<file path="config.mk">
export PLATFORM = sky130hd
export DESIGN_NAME = serial_subtractor_flat
export DESIGN_NICKNAME = d
export VERILOG_FILES = /design/src/rtl/serial_alu_pkg.sv /design/src/rtl/serial_subtractor_if.sv /design/src/rtl/serial_subtractor_fa.sv /design/src/rtl/serial_subtractor.sv /design/src/flat_wrapper.sv
export SDC_FILE = /design/constraint.sdc
export NUM_CORES = 1
export LEC_CHECK = 0
export BUFFER_PORTS_ARGS = -buffer_cell sky130_fd_sc_hd__buf_2
export CAP_MARGIN = 25
export CORE_MARGIN = 10
export CORE_UTILIZATION = 40
export CTS_BUF_LIST = sky130_fd_sc_hd__clkbuf_4 sky130_fd_sc_hd__clkbuf_8
export DETAILED_ROUTE_END_ITERATION = 7
export PLACE_DENSITY_LB_ADDON = 0.05
export SETUP_SLACK_MARGIN = 0.05
export SKIP_LAST_GASP = 1
export SLEW_MARGIN = 20
export SYNTH_ARGS = -nofsm -noshare
export SYNTH_HDL_FRONTEND = slang
export SYNTH_SLANG_ARGS = --single-unit
</file>
<file path="constraint.sdc">
create_clock -name hz100 -period 2 [get_ports hz100]
set_input_delay 0.4 -clock hz100 [delete_from_list [all_inputs] [get_ports hz100]]
set_output_delay 0.4 -clock hz100 [all_outputs]
set_load 0.05 [all_outputs]
</file>
<file path="src/rtl/serial_alu_pkg.sv">
// Shared types and constants for the bit-serial add/subtract datapath.
//   state_t   : controller states (IDLE, RUN, DONE)
//   DEFAULT_W : default operand width
package serial_alu_pkg;

  localparam int unsigned DEFAULT_W = 8;

  typedef enum logic [1:0] {
    IDLE = 2'd0,
    RUN  = 2'd1,
    DONE = 2'd2
  } state_t;

endpackage

</file>
<file path="src/rtl/serial_subtractor_if.sv">
// Handshake/operand bundle between a requester and serial_subtractor.
//   start        : request, honoured only while not busy
//   a, b         : operands, captured on an accepted start
//   busy, done   : in-progress flag and one-cycle result-valid pulse
//   diff, borrow, ovf : result, held until the next accepted start
//   add          : operation select, only present with SERIAL_SUB_ADD_MODE_EN
// master drives the request side; slave is the subtractor.
interface serial_subtractor_if #(
  parameter int unsigned W = serial_alu_pkg::DEFAULT_W
) ();

  logic         start;
  logic [W-1:0] a;
  logic [W-1:0] b;
  logic         busy;
  logic         done;
  logic [W-1:0] diff;
  logic         borrow;
  logic         ovf;

`ifdef SERIAL_SUB_ADD_MODE_EN
  logic         add;

  modport master (output start, a, b, add, input busy, done, diff, borrow, ovf);
  modport slave  (input start, a, b, add, output busy, done, diff, borrow, ovf);
`else
  modport master (output start, a, b, input busy, done, diff, borrow, ovf);
  modport slave  (input start, a, b, output busy, done, diff, borrow, ovf);
`endif

endinterface

</file>
<file path="src/rtl/serial_subtractor_fa.sv">
// One-bit full adder used as the bit cell of the serial datapath.
//   a, b, ci : addend bits and carry-in
//   s, co    : sum and carry-out
module fa (
  input  logic a,
  input  logic b,
  input  logic ci,
  output logic s,
  output logic co
);

  assign s  = a ^ b ^ ci;
  assign co = (a & b) | (ci & (a ^ b));

endmodule

</file>
<file path="src/rtl/serial_subtractor.sv">
// Bit-serial W-bit subtractor: diff = a - b, one bit per clock, LSB first, through a single
// full-adder cell computing a + ~b + 1. Result is valid from the done pulse and held until
// the next accepted start.
//   hz100  : clock
//   reset  : asynchronous, active-low
//   bus    : serial_subtractor_if.slave (start/a/b in; busy/done/diff/borrow/ovf out)
// Optional build macro SERIAL_SUB_ADD_MODE_EN adds bus.add; add=1 computes a + b, borrow then
// reports the unsigned carry-out and ovf the signed add overflow.
module serial_subtractor
  import serial_alu_pkg::*;
#(
  parameter int unsigned W = DEFAULT_W
) (
  input  logic                 hz100,
  input  logic                 reset,
  serial_subtractor_if.slave   bus
);

  localparam int unsigned CntW = $clog2(W) + 1;

  state_t          r_state;
  state_t          w_state_next;
  logic [W-1:0]    r_a;
  logic [W-1:0]    r_b;
  logic [W-1:0]    r_diff;
  logic            r_carry;
  logic            r_borrow;
  logic            r_ovf;
  logic [CntW-1:0] r_cnt;

  logic            w_accept;
  logic            w_last;
  logic            w_b_bit;
  logic            w_s;
  logic            w_co;
  logic            w_borrow_bit;
  logic            w_ovf_bit;
  logic            w_carry_init;

  assign w_accept = bus.start && (r_state != RUN);
  assign w_last   = (r_state == RUN) && (r_cnt == CntW'(W - 1));

  // On the final bit edge r_a[0]/r_b[0] hold the original operand MSBs.
`ifdef SERIAL_SUB_ADD_MODE_EN
  logic r_add;

  assign w_carry_init = ~bus.add;
  assign w_b_bit      = r_add ? r_b[0] : ~r_b[0];
  assign w_borrow_bit = r_add ? w_co : ~w_co;
  assign w_ovf_bit    = r_add ? ((r_a[0] == r_b[0]) && (w_s != r_a[0]))
                              : ((r_a[0] != r_b[0]) && (w_s != r_a[0]));
`else
  assign w_carry_init = 1'b1;
  assign w_b_bit      = ~r_b[0];
  assign w_borrow_bit = ~w_co;
  assign w_ovf_bit    = (r_a[0] != r_b[0]) && (w_s != r_a[0]);
`endif

  fa u_fa (
    .a  (r_a[0]),
    .b  (w_b_bit),
    .ci (r_carry),
    .s  (w_s),
    .co (w_co)
  );

  // State register
  always_ff @(posedge hz100 or negedge reset) begin
    if (!reset) begin
      r_state <= IDLE;
    end else begin
      r_state <= w_state_next;
    end
  end

  // Next-state logic
  always_comb begin
    w_state_next = r_state;
    unique case (r_state)
      IDLE:    if (bus.start) w_state_next = RUN;
      RUN:     if (w_last) w_state_next = DONE;
      DONE:    w_state_next = bus.start ? RUN : IDLE;
      default: w_state_next = IDLE;
    endcase
  end

  // Outputs
  always_comb begin
    bus.busy   = (r_state == RUN);
    bus.done   = (r_state == DONE);
    bus.diff   = r_diff;
    bus.borrow = r_borrow;
    bus.ovf    = r_ovf;
  end

  // Datapath: operand shift registers, result shift register, carry and bit counter
  always_ff @(posedge hz100 or negedge reset) begin
    if (!reset) begin
      r_a      <= '0;
      r_b      <= '0;
      r_diff   <= '0;
      r_carry  <= 1'b0;
      r_borrow <= 1'b0;
      r_ovf    <= 1'b0;
      r_cnt    <= '0;
`ifdef SERIAL_SUB_ADD_MODE_EN
      r_add    <= 1'b0;
`endif
    end else if (w_accept) begin
      r_a      <= bus.a;
      r_b      <= bus.b;
      r_diff   <= '0;
      r_carry  <= w_carry_init;
      r_borrow <= 1'b0;
      r_ovf    <= 1'b0;
      r_cnt    <= '0;
`ifdef SERIAL_SUB_ADD_MODE_EN
      r_add    <= bus.add;
`endif
    end else if (r_state == RUN) begin
      r_a     <= {1'b0, r_a[W-1:1]};
      r_b     <= {1'b0, r_b[W-1:1]};
      r_diff  <= {w_s, r_diff[W-1:1]};
      r_carry <= w_co;
      r_cnt   <= r_cnt + CntW'(1);
      if (w_last) begin
        r_borrow <= w_borrow_bit;
        r_ovf    <= w_ovf_bit;
      end
    end
  end

endmodule
</file>
<file path="src/flat_wrapper.sv">
// flat-port wrapper written by rule: the top's interface ports become plain ports
module serial_subtractor_flat import serial_alu_pkg::*;
#(
  parameter int unsigned W = DEFAULT_W
)
  (hz100, reset, bus_start, bus_a, bus_b, bus_busy, bus_done, bus_diff, bus_borrow, bus_ovf);
  serial_subtractor_if #(.W(W)) bus_i ();
  input  logic hz100;
  input  logic reset;
  input wire logic [$bits(bus_i.start)-1:0] bus_start;
  input wire logic [$bits(bus_i.a)-1:0] bus_a;
  input wire logic [$bits(bus_i.b)-1:0] bus_b;
  output wire logic [$bits(bus_i.busy)-1:0] bus_busy;
  output wire logic [$bits(bus_i.done)-1:0] bus_done;
  output wire logic [$bits(bus_i.diff)-1:0] bus_diff;
  output wire logic [$bits(bus_i.borrow)-1:0] bus_borrow;
  output wire logic [$bits(bus_i.ovf)-1:0] bus_ovf;
  assign bus_i.start = bus_start;
  assign bus_i.a = bus_a;
  assign bus_i.b = bus_b;
  assign bus_busy = bus_i.busy;
  assign bus_done = bus_i.done;
  assign bus_diff = bus_i.diff;
  assign bus_borrow = bus_i.borrow;
  assign bus_ovf = bus_i.ovf;
  serial_subtractor #(.W(W)) u_core (.hz100(hz100), .reset(reset), .bus(bus_i));
endmodule
</file>
==> summary.json <==
{
  "clk_root_buffer_cell": "clkbuf_8",
  "globalRouteTotalUtil_pct": 10.3,
  "cts_hold_repair.buffers": 0,
  "ff2ff_setup_slack_ns": 0.49,
  "crit_path_dat_ns": 1.37,
  "post_drt_wl_per_cell_um": 13.7,
  "finalHoldViolations": 0,
  "timing.critical_path.from_type": "flip-flop",
  "clock-skew-final_ns": 0.00297,
  "drt-total-wl_um": 3040,
  "die_h_um": 81.1,
  "dp_hpwl_um": 2250,
  "final_min_period_over_clock_period_pct": 88.6,
  "row_count": 22,
  "timing.rr.start": "u_core.r_a[0]",
  "number_of_buffers_inserted_by_post_cts_setup_repair": 0,
  "layout.filler_cells": 378,
  "slowest_stage": "dfrtp_1",
  "worst_path_dominant_cell_family": "buffers and inverters",
  "worstSkewPairLatency_ns": 0.28,
  "yosys.cell_types.count": 23,
  "synth-edff-count": 0,
  "worst_ir_drop_vdd_mv": 0.508,
  "detailed_routing_iteration_count_for_the_pre_antenna_repair_pass": 4,
  "yosys_register_bits": 33,
  "max_cap_viol_count": 0,
  "design.core.area_um2": 3630,
  "worstHoldPathType": "in2async",
  "post_synthesis_net_count": 165,
  "synthTopCellsByArea": "dfrtp_1 55%, mux2i_1 12%, o21ai_0 9.1%, nand2_1 8.3%, buf_2 2.0%",
  "cts-htree-levels": 2,
  "period_minus_ws_final_ns": 1.77,
  "reg2regPathDepth": 4,
  "max_clock_freq_ghz": 0.564,
  "power.total_mw": 2.86,
  "post_cts.resized_instances": 0,
  "fin_tns_setup_ns": 0,
  "rsz_0062_raised_after_global_routing": "false",
  "worstMarginPinSlew_ns": 0.725,
  "dr.first_iter.drc_count": 54,
  "synth-seq-area-share_pct": 55.4,
  "antenna_left": 0,
  "cp.required_ns": 1.60,
  "cp-end-kind": "primary output",
  "setup_viols_final": 0,
  "timing.slew.headroom_pct": 51.6,
  "remaining_drc_errors": 0,
  "ys_async_sr_fraction_pct": 100,
  "cts_sinks": 33,
  "final_core_utilization_pct": 48.5,
  "r2r-end": "u_core.bus.ovf",
  "crit_path_cell_trace": "nand2b_1 > inv_4 > buf_2",
  "slew_viol_final": 0,
  "io_pins": 31,
  "ys.warnings.count": 0,
  "grt_overflow": 0,
  "synthesis.area_um2": 1490,
  "outcome": "finished, final reports clean",
  "synth_flop_cell": "dfrtp_1",
  "antennaDiodeCount": 0,
  "initial_core_util_pct": 41.0,
  "synth_top_cell_area_share_pct": 55.4,
  "syn_to_final_growth_pct": 18.0,
  "die_area_um2": 6570,
  "grt_start_max_net_pins": 34,
  "critical_path_class": "reg2out",
  "cts_inserted_buffers": 5,
  "clk_transition_reported_paths_ns": 0.06,
  "max_stage_delay_ns": 0.36,
  "gp_congestion": 0.690,
  "grt_pass1_wl_um": 5260,
  "tritoncts": "built",
  "synth.largest_area_cell": "dfrtp_1",
  "multiInputGateArea_um2": 594,
  "seq_area_um2": 826,
  "layout-drive-gt1-share_pct": 24.1,
  "critical_path_peak_fanout": 9,
  "synthesis.area_per_instance_um2": 10.4,
  "ctsLongestPathBuffers": 2,
  "via_count_of_the_first_global_routing_pass": 1139,
  "static-leakage-power_nw": 0.892,
  "synth_commonest_cells": "33 x dfrtp_1, 33 x nand2_1, 27 x o21ai_0, 18 x mux2i_1, 6 x buf_2",
  "final_net_count": 196,
  "via_per_inst": 4.88,
  "power_density_nw_per_um2": 1620,
  "grt_antenna_before_repair": 0,
  "die_width_um": 81.1,
  "critical_path_buf_inv_count": 2,
  "via_count": 1083,
  "post_syn_instances": 143,
  "buffer_ports.inserted": 30
}
## cell type report
class / instances / area share (%)
multi-input combinational: 97 / 33.8
tap: 48 / 3.41
timing repair buffer: 33 / 9.81
clock buffer: 7 / 5.12
sequential: 33 / 46.9
inverter: 4 / 0.995
## cell usage in the layout (no fill, tap or decap)
cell | Yosys | layout
mux2i_1 | 18 | 18
mux2_4 | 1 | 1
a22o_1 | 2 | 2
buf_4 | 1 | 3
and3b_1 | 1 | 1
nor2_1 | 3 | 3
dfrtp_1 | 33 | 33
fa_1 | 1 | 1
nor2b_1 | 1 | 1
xor2_1 | 1 | 1
and2_1 | 1 | 1
xnor2_1 | 1 | 1
inv_4 | 1 | 1
nand3_1 | 3 | 3
nand2b_1 | 1 | 1
ha_1 | 2 | 2
clkbuf_4 | 0 | 1
buf_2 | 6 | 30
o21ai_0 | 27 | 27
nand2_1 | 33 | 33
o22ai_1 | 1 | 1
clkbuf_8 | 0 | 6
inv_1 | 3 | 3
## layer usage
metal	GRT usage, %	up-vias	routed length, µm
li1	-	537	-
met1	10.9	518	1280
met2	17.0	23	1480
met3	5.19	5	229
met4	4.67	0	48
met5	0	-	0
## kinds of logic (layout without fill, tap and decap cells)
family	Yosys count	in the layout	share of synthesized area (%)
AOI/OAI and AO/OA	30	30	10.7
DFF	33	33	55.4
buffers and inverters	13	44	4.78
adders and majority gates	3	3	3.02
muxes	19	19	13.1
and+or+nand+nor	43	43	11.9
xor gates and xnor gates	2	2	1.17
## power breakdown
group / internal, mW / total [mW] / switching [mW]
registers: 0.945 / 1.12 / 0.178
logic: 0.389 / 1.23 / 0.838
clock network: 0.286 / 0.507 / 0.221
## worst max path at each step
stage / startpoint / end / slack, ns / cells after the start
2_1_floorplan: u_core.r_state[0] / bus_done / 0.53 / 1
3_3_place_gp: u_core.r_state[1] / bus_busy / 0.53 / 3
3_5_place_dp: u_core.r_a[0] / u_core.bus.ovf / 0.49 / 4
4_1_cts: u_core.r_state[1] / bus_busy / 0.20 / 3
5_1_grt: u_core.r_state[1] / bus_busy / 0.14 / 3
6_report: u_core.r_state[1] / bus_busy / 0.23 / 3
## worst register-to-register path, cell delays in order (launching register included)
cell	delay [ns]
dfrtp_1	0.44
fa_1	0.60
xnor2_1	0.13
nor2_1	0.05
a22o_1	0.19
## state kept, by name (all words and copies together), names as in the netlist
| register | cells |
|---|---|
| u_core.r_carry | 1 |
| u_core.r_a | 8 |
| u_core.bus.borrow | 1 |
| u_core.r_cnt | 4 |
| u_core.r_b | 8 |
| u_core.bus.diff | 8 |
| u_core.r_state | 2 |
| u_core.bus.ovf | 1 |
## metrics by stage
stage                     hold slack, ns  area (µm²)  cells  setup slack, ns
final                              0.171        1760    222            0.228
after global routing               0.226        1760    222            0.140
after CTS                          0.213        1760    222            0.198
after detailed placement           0.472        1670    215            0.495
after global placement             0.458        1670    215            0.534
after floorplan                    0.104        1490    143            0.527
Note: power is estimated with default switching activity, not from simulation.
